## src/rtl/fifo_sync_param_if.sv

```systemverilog
// Push/pop handshake bundle for fifo_sync_param.
// The master side drives requests; the slave side is the FIFO itself.
interface fifo_sync_param_if #(
    parameter int WIDTH = 8,
    parameter int DEPTH = 16,
    parameter int CW    = $clog2(DEPTH + 1)
);
    logic             push;
    logic [WIDTH-1:0] data_in;
    logic             pop;
    logic [WIDTH-1:0] data_out;
    logic             empty;
    logic             full;
    logic             almost_full;
    logic [CW-1:0]    count;
    logic             overflow;
    logic             underflow;

    modport master (
        output push, data_in, pop,
        input  data_out, empty, full, almost_full,
        input  count, overflow, underflow
    );

    modport slave (
        input  push, data_in, pop,
        output data_out, empty, full, almost_full,
        output count, overflow, underflow
    );
endinterface

```

## src/rtl/fifo_sync_param.sv

```systemverilog
// Parametrised single-clock first-word-fall-through FIFO with occupancy
// count, almost-full threshold and sticky overflow/underflow flags.
module fifo_sync_param #(
    parameter int WIDTH    = 8,
    parameter int DEPTH    = 16,
    parameter int AF_LEVEL = 12,
    parameter int CW       = $clog2(DEPTH + 1)
) (
    input  logic               clk,
    input  logic               rst,
    fifo_sync_param_if.slave   bus
);
    localparam int PW = (DEPTH > 1) ? $clog2(DEPTH) : 1;
    localparam logic [PW-1:0] LAST = PW'(DEPTH - 1);

    logic [WIDTH-1:0] mem [DEPTH];
    logic [PW-1:0]    wp;
    logic [PW-1:0]    rp;
    logic [CW-1:0]    cnt;
    logic             ovf;
    logic             unf;
    logic             is_empty;
    logic             is_full;
    logic             push_ok;
    logic             pop_ok;

    assign is_empty = (cnt == '0);
    assign is_full  = (cnt == CW'(DEPTH));

    // A push into a full FIFO is legal when a pop frees the head slot
    assign push_ok = bus.push & (~is_full | bus.pop);
    assign pop_ok  = bus.pop & ~is_empty;

    always_ff @(posedge clk) begin
        if (push_ok) begin
            mem[wp] <= bus.data_in;
        end
    end

    always_ff @(posedge clk or posedge rst) begin
        if (rst) begin
            wp  <= '0;
            rp  <= '0;
            cnt <= '0;
            ovf <= 1'b0;
            unf <= 1'b0;
        end else begin
            if (push_ok) begin
                wp <= (wp == LAST) ? '0 : wp + PW'(1);
            end
            if (pop_ok) begin
                rp <= (rp == LAST) ? '0 : rp + PW'(1);
            end
            if (push_ok && !pop_ok) begin
                cnt <= cnt + CW'(1);
            end else if (pop_ok && !push_ok) begin
                cnt <= cnt - CW'(1);
            end
            if (bus.push && is_full && !bus.pop) begin
                ovf <= 1'b1;
            end
            if (bus.pop && is_empty) begin
                unf <= 1'b1;
            end
        end
    end

    assign bus.data_out    = is_empty ? '0 : mem[rp];
    assign bus.empty       = is_empty;
    assign bus.full        = is_full;
    assign bus.almost_full = (cnt >= CW'(AF_LEVEL));
    assign bus.count       = cnt;
    assign bus.overflow    = ovf;
    assign bus.underflow   = unf;
endmodule

```

## src/flat_wrapper.sv

```systemverilog
// flat-port wrapper written by rule: the top's interface ports become plain ports
module fifo_sync_param_flat 
#(
    parameter int WIDTH    = 8,
    parameter int DEPTH    = 16,
    parameter int AF_LEVEL = 12,
    parameter int CW       = $clog2(DEPTH + 1)
)
  (clk, rst, bus_push, bus_data_in, bus_pop, bus_data_out, bus_empty, bus_full, bus_almost_full, bus_count, bus_overflow, bus_underflow);
  fifo_sync_param_if #(.WIDTH(WIDTH), .DEPTH(DEPTH), .CW(CW)) bus_i ();
  input  logic clk;
  input  logic rst;
  input wire logic [$bits(bus_i.push)-1:0] bus_push;
  input wire logic [$bits(bus_i.data_in)-1:0] bus_data_in;
  input wire logic [$bits(bus_i.pop)-1:0] bus_pop;
  output wire logic [$bits(bus_i.data_out)-1:0] bus_data_out;
  output wire logic [$bits(bus_i.empty)-1:0] bus_empty;
  output wire logic [$bits(bus_i.full)-1:0] bus_full;
  output wire logic [$bits(bus_i.almost_full)-1:0] bus_almost_full;
  output wire logic [$bits(bus_i.count)-1:0] bus_count;
  output wire logic [$bits(bus_i.overflow)-1:0] bus_overflow;
  output wire logic [$bits(bus_i.underflow)-1:0] bus_underflow;
  assign bus_i.push = bus_push;
  assign bus_i.data_in = bus_data_in;
  assign bus_i.pop = bus_pop;
  assign bus_data_out = bus_i.data_out;
  assign bus_empty = bus_i.empty;
  assign bus_full = bus_i.full;
  assign bus_almost_full = bus_i.almost_full;
  assign bus_count = bus_i.count;
  assign bus_overflow = bus_i.overflow;
  assign bus_underflow = bus_i.underflow;
  fifo_sync_param #(.WIDTH(WIDTH), .DEPTH(DEPTH), .AF_LEVEL(AF_LEVEL), .CW(CW)) u_core (.clk(clk), .rst(rst), .bus(bus_i));
endmodule
```

## config.mk

```make
export PLATFORM = sky130hd
export DESIGN_NAME = fifo_sync_param_flat
export DESIGN_NICKNAME = d
export VERILOG_FILES = /design/src/rtl/fifo_sync_param_if.sv /design/src/rtl/fifo_sync_param.sv /design/src/flat_wrapper.sv
export SDC_FILE = /design/constraint.sdc
export NUM_CORES = 1
export LEC_CHECK = 0
export CAP_MARGIN = 20
export CORE_MARGIN = 2
export CORE_UTILIZATION = 35
export CTS_CLUSTER_DIAMETER = 40
export DETAILED_ROUTE_END_ITERATION = 16
export PLACE_DENSITY = 0.48
export SYNTH_ARGS = -nofsm -noshare
export SYNTH_HDL_FRONTEND = slang
export SYNTH_SLANG_ARGS = --single-unit
```

## constraint.sdc

```tcl
create_clock -name clk -period 3.5 [get_ports clk]
set_input_delay 0.525 -clock clk [delete_from_list [all_inputs] [get_ports clk]]
set_output_delay 0.525 -clock clk [all_outputs]
set_load 0.02 [all_outputs]
```

# After elaboration in Yosys (flattened, before gate mapping)
# Memories as Yosys holds them, arrays and structs flattened.
# Index checks and enable logic that the tools add are counted.
# totals
n_memories	1
inputBits	12
rom_bits	0
regBits	15
out_inout_bits	18
ram_bits	128
latchBits	0
elab_cells	36
# mem_list
name	words	width	read_ports	rd_ports_with_merged_regs	wr	line	rtl
u_core.mem	16	8	1	0	1	fifo_sync_param.sv:16	logic [WIDTH-1:0] mem [DEPTH];
# classes
n_reduce_logical	10
multipliers	0
shift	0
add_sub_neg	4
div	0
n_lt_le_gt_ge	1
bitwise	5
eq_ne	3
mux	7
# ops
cell	count
$mux W5	2
$add A4 B1 Y4 const B	2
$eq A4 B4 Y1 const B	2
$mux W4	2
$mux W8	1
$add A5 B1 Y5 const B	1
$eq A5 B5 Y1 const B	1
$ge A5 B4 Y1 const B	1
$logic_and A1 B1 Y1	5
$logic_not A5 Y1	1
$sub A5 B1 Y5 const B	1
$logic_not A1 Y1	3
$and A1 B1 Y1	2
$mux W1	2
$not A1 Y1	2
$reduce_bool A2 Y1	1
$or A1 B1 Y1	1

# Longest topological paths before layout
# logic_depth
ltp_word	8
depth_mapped	11
ltp_nobuf	9

# Worst setup path after synthesis
# No wires, ideal clock.
# synth_path
path_type	reg-to-reg
start	reg u_core.cnt[0], in the netlist u_core.bus.count[0]
end	reg u_core.cnt[4], in the netlist u_core.bus.count[4]
synth_period_minus_slack_ns	3.272
setup_slack_ns	0.228
n_path_buf	2
arrival_ns	3.146
t_required_ns	3.374
stages_incl_launch_ff	12
cell_sequence	dfrtp_1 or4_1 buf_6 o31a_1 buf_6 ha_1 inv_1 ha_1 a21o_1 a2111oi_0 a31oi_1 a221o_1
# synth_between
elab_chain_len	7
# synth_rtl
element	line	rtl
start: declaration	fifo_sync_param.sv:19	logic [CW-1:0] cnt;
start signal: assignment	fifo_sync_param.sv:55	cnt <= cnt + CW'(1);
start signal: assignment	fifo_sync_param.sv:57	cnt <= cnt - CW'(1);
$eq A5 B5 Y1 *	fifo_sync_param.sv:28	assign is_full = (cnt == CW'(DEPTH));
$not A1 Y1 *	fifo_sync_param.sv:31	assign push_ok = bus.push & (~is_full | bus.pop);
$or A1 B1 Y1 *	fifo_sync_param.sv:31	
$and A1 B1 Y1 *	fifo_sync_param.sv:31	
named net u_core.push_ok	fifo_sync_param.sv:24	logic push_ok;
$logic_not A1 Y1	fifo_sync_param.sv:56	end else if (pop_ok && !push_ok) begin
$logic_and A1 B1 Y1	fifo_sync_param.sv:56	
$reduce_bool A2 Y1 (no line)	-	
# The timed path passes the listed nets; every way through them passes the cells marked *. The select of a mux whose other input is x is not followed.
# A chain may end at the register's enable or synchronous reset.

# Worst setup path after layout
# layout_path
start	reg u_core.cnt[0], in the netlist u_core.bus.count[0]
end	reg u_core.cnt[4], in the netlist u_core.bus.count[4]
# layout_between
elab_chain_len	7
# layout_rtl
element
parallel branches: the longest is 7 deep, another holds $sub A5 B1 Y5
# Parallel ways; which one is timed is not known. The select of a mux whose other input is x is not followed.

==> out/metrics.csv <==
stage,metric,value,unit
status,status,finished clean,
layout,antenna diode count,0,
pwr,cell leakage power,2.41,nW
pwr,sequential power share,0.367,
detailed_routing,Detailed Routing Iterations Pass 1,6,
timing,Fin Hold WS,0.459,ns
grt,largest net degree at the start of global routing,24,
timing,Max Clk Rate,0.299,GHz
detailed_routing,WL/cell,20.1,µm
grt,vias in the first global route,2959,
pwr,fraction of power spent switching nets,0.313,
timing,fin crit period,3.34,ns
setup_path,Worst path top cell family by delay,compound AO/OA/AOI/OAI gates,
setup_path,startpoint types,flop,
logic_synthesis,"Cell Area, Synth",5840,µm²
timing,"Slew Viols, Final",0,
cts,CTS sink count,143,
floorplan,die width,133,µm
timing,Final Cycle Share,0.954,
floorplan,Initial Util,0.355,
cts,Hold Buf Count CTS,0,
logic_synthesis,Area contributors post-synth,"edfxtp_1 66%, mux4_2 12%, dfrtp_1 6.4%",
logic_synthesis,Unique masters post-synth,39,
pwr,sw power,0.00192,W
detailed_routing,post-route ant nets,0,
layout,area of the multi-input gates,1510,µm²
layout,area grow syn2layout,21.6,%
timing,Max-slew headroom,0.306,
logic_synthesis,YS warnings,0,
cts,CTS Buffer Depth,2,
setup_path,worst path arrival time,3.64,ns
place,post-DP HPWL,7.64,mm
layout,nets,385,
floorplan,Die Y,133,µm
detailed_routing,iteration-0 DRC count of the detailed router,207,
logic_synthesis,synthesized flop and latch total,143,
detailed_routing,vias per cell,4.96,
hold_path,worst min path class,reg -> reg,
setup_path,R2R Setup Slk,0.16,ns
detailed_routing,WL final,12.0,mm
floorplan,Core Area,16500,µm²
layout,Filler Cell Count,1467,
cts,total CTS buffers,17,
setup_path,Critical Path End Type,flop,
logic_synthesis,average cell area after synthesis,19.0,µm²
setup_path,Crit-path slowest cell,or4_4,
grt,grt total ovfl,0,
setup_path,worst path cell trace,"or4_4, o31a_1, ha_1, inv_1, ha_1, a21o_1, a2111oi_0, a31oi_1, a221o_1",
place,GPL Wtd Cong,0.742,
floorplan,Ports,30,
cts,Root Driver,clkbuf_16,
timing,Fin. Hold Viols,0,
detailed_routing,number of remaining DRC errors,0,
timing,RSZ-0062 raised after global routing,no,
grt,initial antenna violation count,0,
floorplan,# rows,47,
setup_path,CP dominant cell by count,ha_1,
pwr,internal power,0.00420,W
run,max_cap viols,0,
logic_synthesis,Synth Instances,307,
layout,Reg area,4220,µm²
cts,clk slew on worst S/H paths,0.06,ns
cts,H-tree depth,4,
floorplan,Die Area,17700,µm²
pwr,VDD IR max,417,µV
setup_path,critical path peak fanout,6,
logic_synthesis,sequential fraction of the synthesis area,0.723,
logic_synthesis,Post-Syn Nets,329,
setup_path,critical path class,reg -> reg,
cts,postcts setup bufs,0,
cts,CTS tree,done,
pwr,clock power share,0.293,
timing,Fin Setup TNS,0,ns
pwr,combinational share of power,0.340,
logic_synthesis,top cell type by total area after synthesis,edfxtp_1,
cts,Clock Latency Late Sink,0.41,ns
setup_path,"Buf+Inv Stages, Crit Path",1,
detailed_routing,Vias,2959,
grt,first-pass GRT wire length,18.0,mm
pwr,Pwr per Cell Area,862,nW/µm²
setup_path,Critical Path RT,3.79,ns
timing,endpoints failing setup,0,
logic_synthesis,Yosys top cell area share,0.658,
place,# port buffers,29,
timing,Fin Clk Skew,0.00726,ns
timing,worst-margin pin slew,1.04,ns
setup_path,Critical Path Max Stage Delay,0.64,ns
grt,GR Util All Layers,0.143,
layout,share of cells above drive strength 1,0.255,
state kept, by name (all words and copies together), names as in the netlist:
| register | flops |
|---|---|
| u_core.wp | 4 |
| u_core.bus.overflow | 1 |
| u_core.rp | 4 |
| u_core.mem | 128 |
| u_core.bus.underflow | 1 |
| u_core.bus.count | 5 |
power groups by stage:
stage	registers (W)	clock network, W	logic, W
2_1_floorplan	0.00224	0	0.00140
3_3_place_gp	0.00227	0	0.00210
3_5_place_dp	0.00228	0	0.00210
4_1_cts	0.00225	0.00184	0.00211
5_1_grt	0.00227	0.00192	0.00224
6_report	0.00225	0.00180	0.00208
worst register-to-register path: stages (launching register included):
cell and delay, ns:
dfrtp_1 0.45, or4_4 0.64, o31a_1 0.30, ha_1 0.22
inv_1 0.18, ha_1 0.30, a21o_1 0.22, a2111oi_0 0.49
a31oi_1 0.08, a221o_1 0.33
cell families after synthesis:
| family | after synthesis | synth area share |
|---|---|---|
| mux | 42 | 0.141 |
| flops | 143 | 0.723 |
| simple gates | 54 | 0.0422 |
| fa+ha+maj | 10 | 0.0227 |
| xor+xnor | 5 | 0.00750 |
| buf+inv | 21 | 0.0189 |
| compound gates | 32 | 0.0450 |
timing repair:
item                       4_1_cts  5_1_grt
gates resized for setup          0        1
setup endpoints to repair        0        6
hold endpoints to repair         0        0
path summary, 6_finish.rpt:
path / start / end / depth (start not counted)
max: u_core.bus.count[0] / u_core.bus.count[4] / 9
min: u_core.bus.underflow / u_core.bus.underflow / 1
max reg2reg: u_core.bus.count[0] / u_core.bus.count[4] / 9
min reg2reg: u_core.bus.underflow / u_core.bus.underflow / 1
max in group asynchronous: rst / u_core.rp[0] / 2
min in group asynchronous: rst / u_core.bus.overflow / 2
synth_stat cells, drive strengths merged:
master / number
a2111oi: 1
a21o: 8
a21oi: 2
a221o: 9
a22o: 1
a311oi: 1
a31oi: 1
buf: 10
clkbuf: 5
dfrtp: 15
edfxtp: 128
fa: 1
ha: 9
inv: 6
mux2: 2
mux2i: 8
mux4: 32
nand2: 13
nand2b: 3
nand3: 3
nor2: 26
nor3: 7
nor4: 1
o21ai: 6
o21bai: 1
o31a: 1
o31ai: 1
or4: 1
xnor2: 3
xor2: 2
cells in the final DEF (no fill, tap or decap), types with 2 or more instances in the layout:
master / Yosys / layout
a221o_1: 9 / 9
nor3_1: 7 / 7
nor2_1: 23 / 23
mux4_2: 32 / 32
clkdlybuf4s50_1: 0 / 29
nand3_1: 2 / 2
bufinv_16: 0 / 3
mux2i_1: 8 / 8
clkinv_1: 0 / 2
buf_4: 1 / 22
ha_1: 9 / 9
mux2_2: 2 / 2
clkinv_2: 0 / 3
clkinvlp_4: 0 / 3
o21ai_0: 5 / 5
edfxtp_1: 128 / 128
nor2_2: 2 / 2
a21oi_1: 2 / 2
clkinv_4: 0 / 3
xnor2_1: 3 / 3
dfrtp_1: 15 / 14
nand2b_1: 3 / 3
inv_1: 6 / 6
xor2_1: 2 / 2
a21o_1: 7 / 7
nand2_1: 13 / 13
clkbuf_16: 0 / 17
per-layer routing:
metal | GRT usage | vias up | share of wire
met1 | 0.203 | 1548 | 0.47
li1 | - | 1345 | -
met2 | 0.216 | 55 | 0.48
met5 | 0 | - | 0
met4 | 0.0390 | 0 | 0.0088
met3 | 0.0419 | 11 | 0.035
final cells by class:
type | instances | area share
repair buffers | 52 | 0.0669
inverters | 6 | 0.00317
clock inverters | 15 | 0.0240
multi-input cells | 143 | 0.213
well taps | 220 | 0.0388
clock buffers | 17 | 0.0599
flip-flops and latches | 143 | 0.594
per-stage QoR:
| step | area, µm² | utilization | total power (W) | setup WS [ns] | instances |
|---|---|---|---|---|---|
| floorplan | 5840 | - | 0.00363 | 0.228 | 307 |
| global placement | 6500 | 0.395 | 0.00437 | 0.214 | 564 |
| detailed placement | 6500 | 0.395 | 0.00438 | 0.0674 | 564 |
| CTS | 7100 | 0.431 | 0.00619 | 0.0250 | 596 |
| global route | 7100 | 0.431 | 0.00643 | 0.0577 | 596 |
| finish | 7100 | 0.431 | 0.00612 | 0.160 | 596 |
Note: power is estimated with default switching activity, not from simulation.
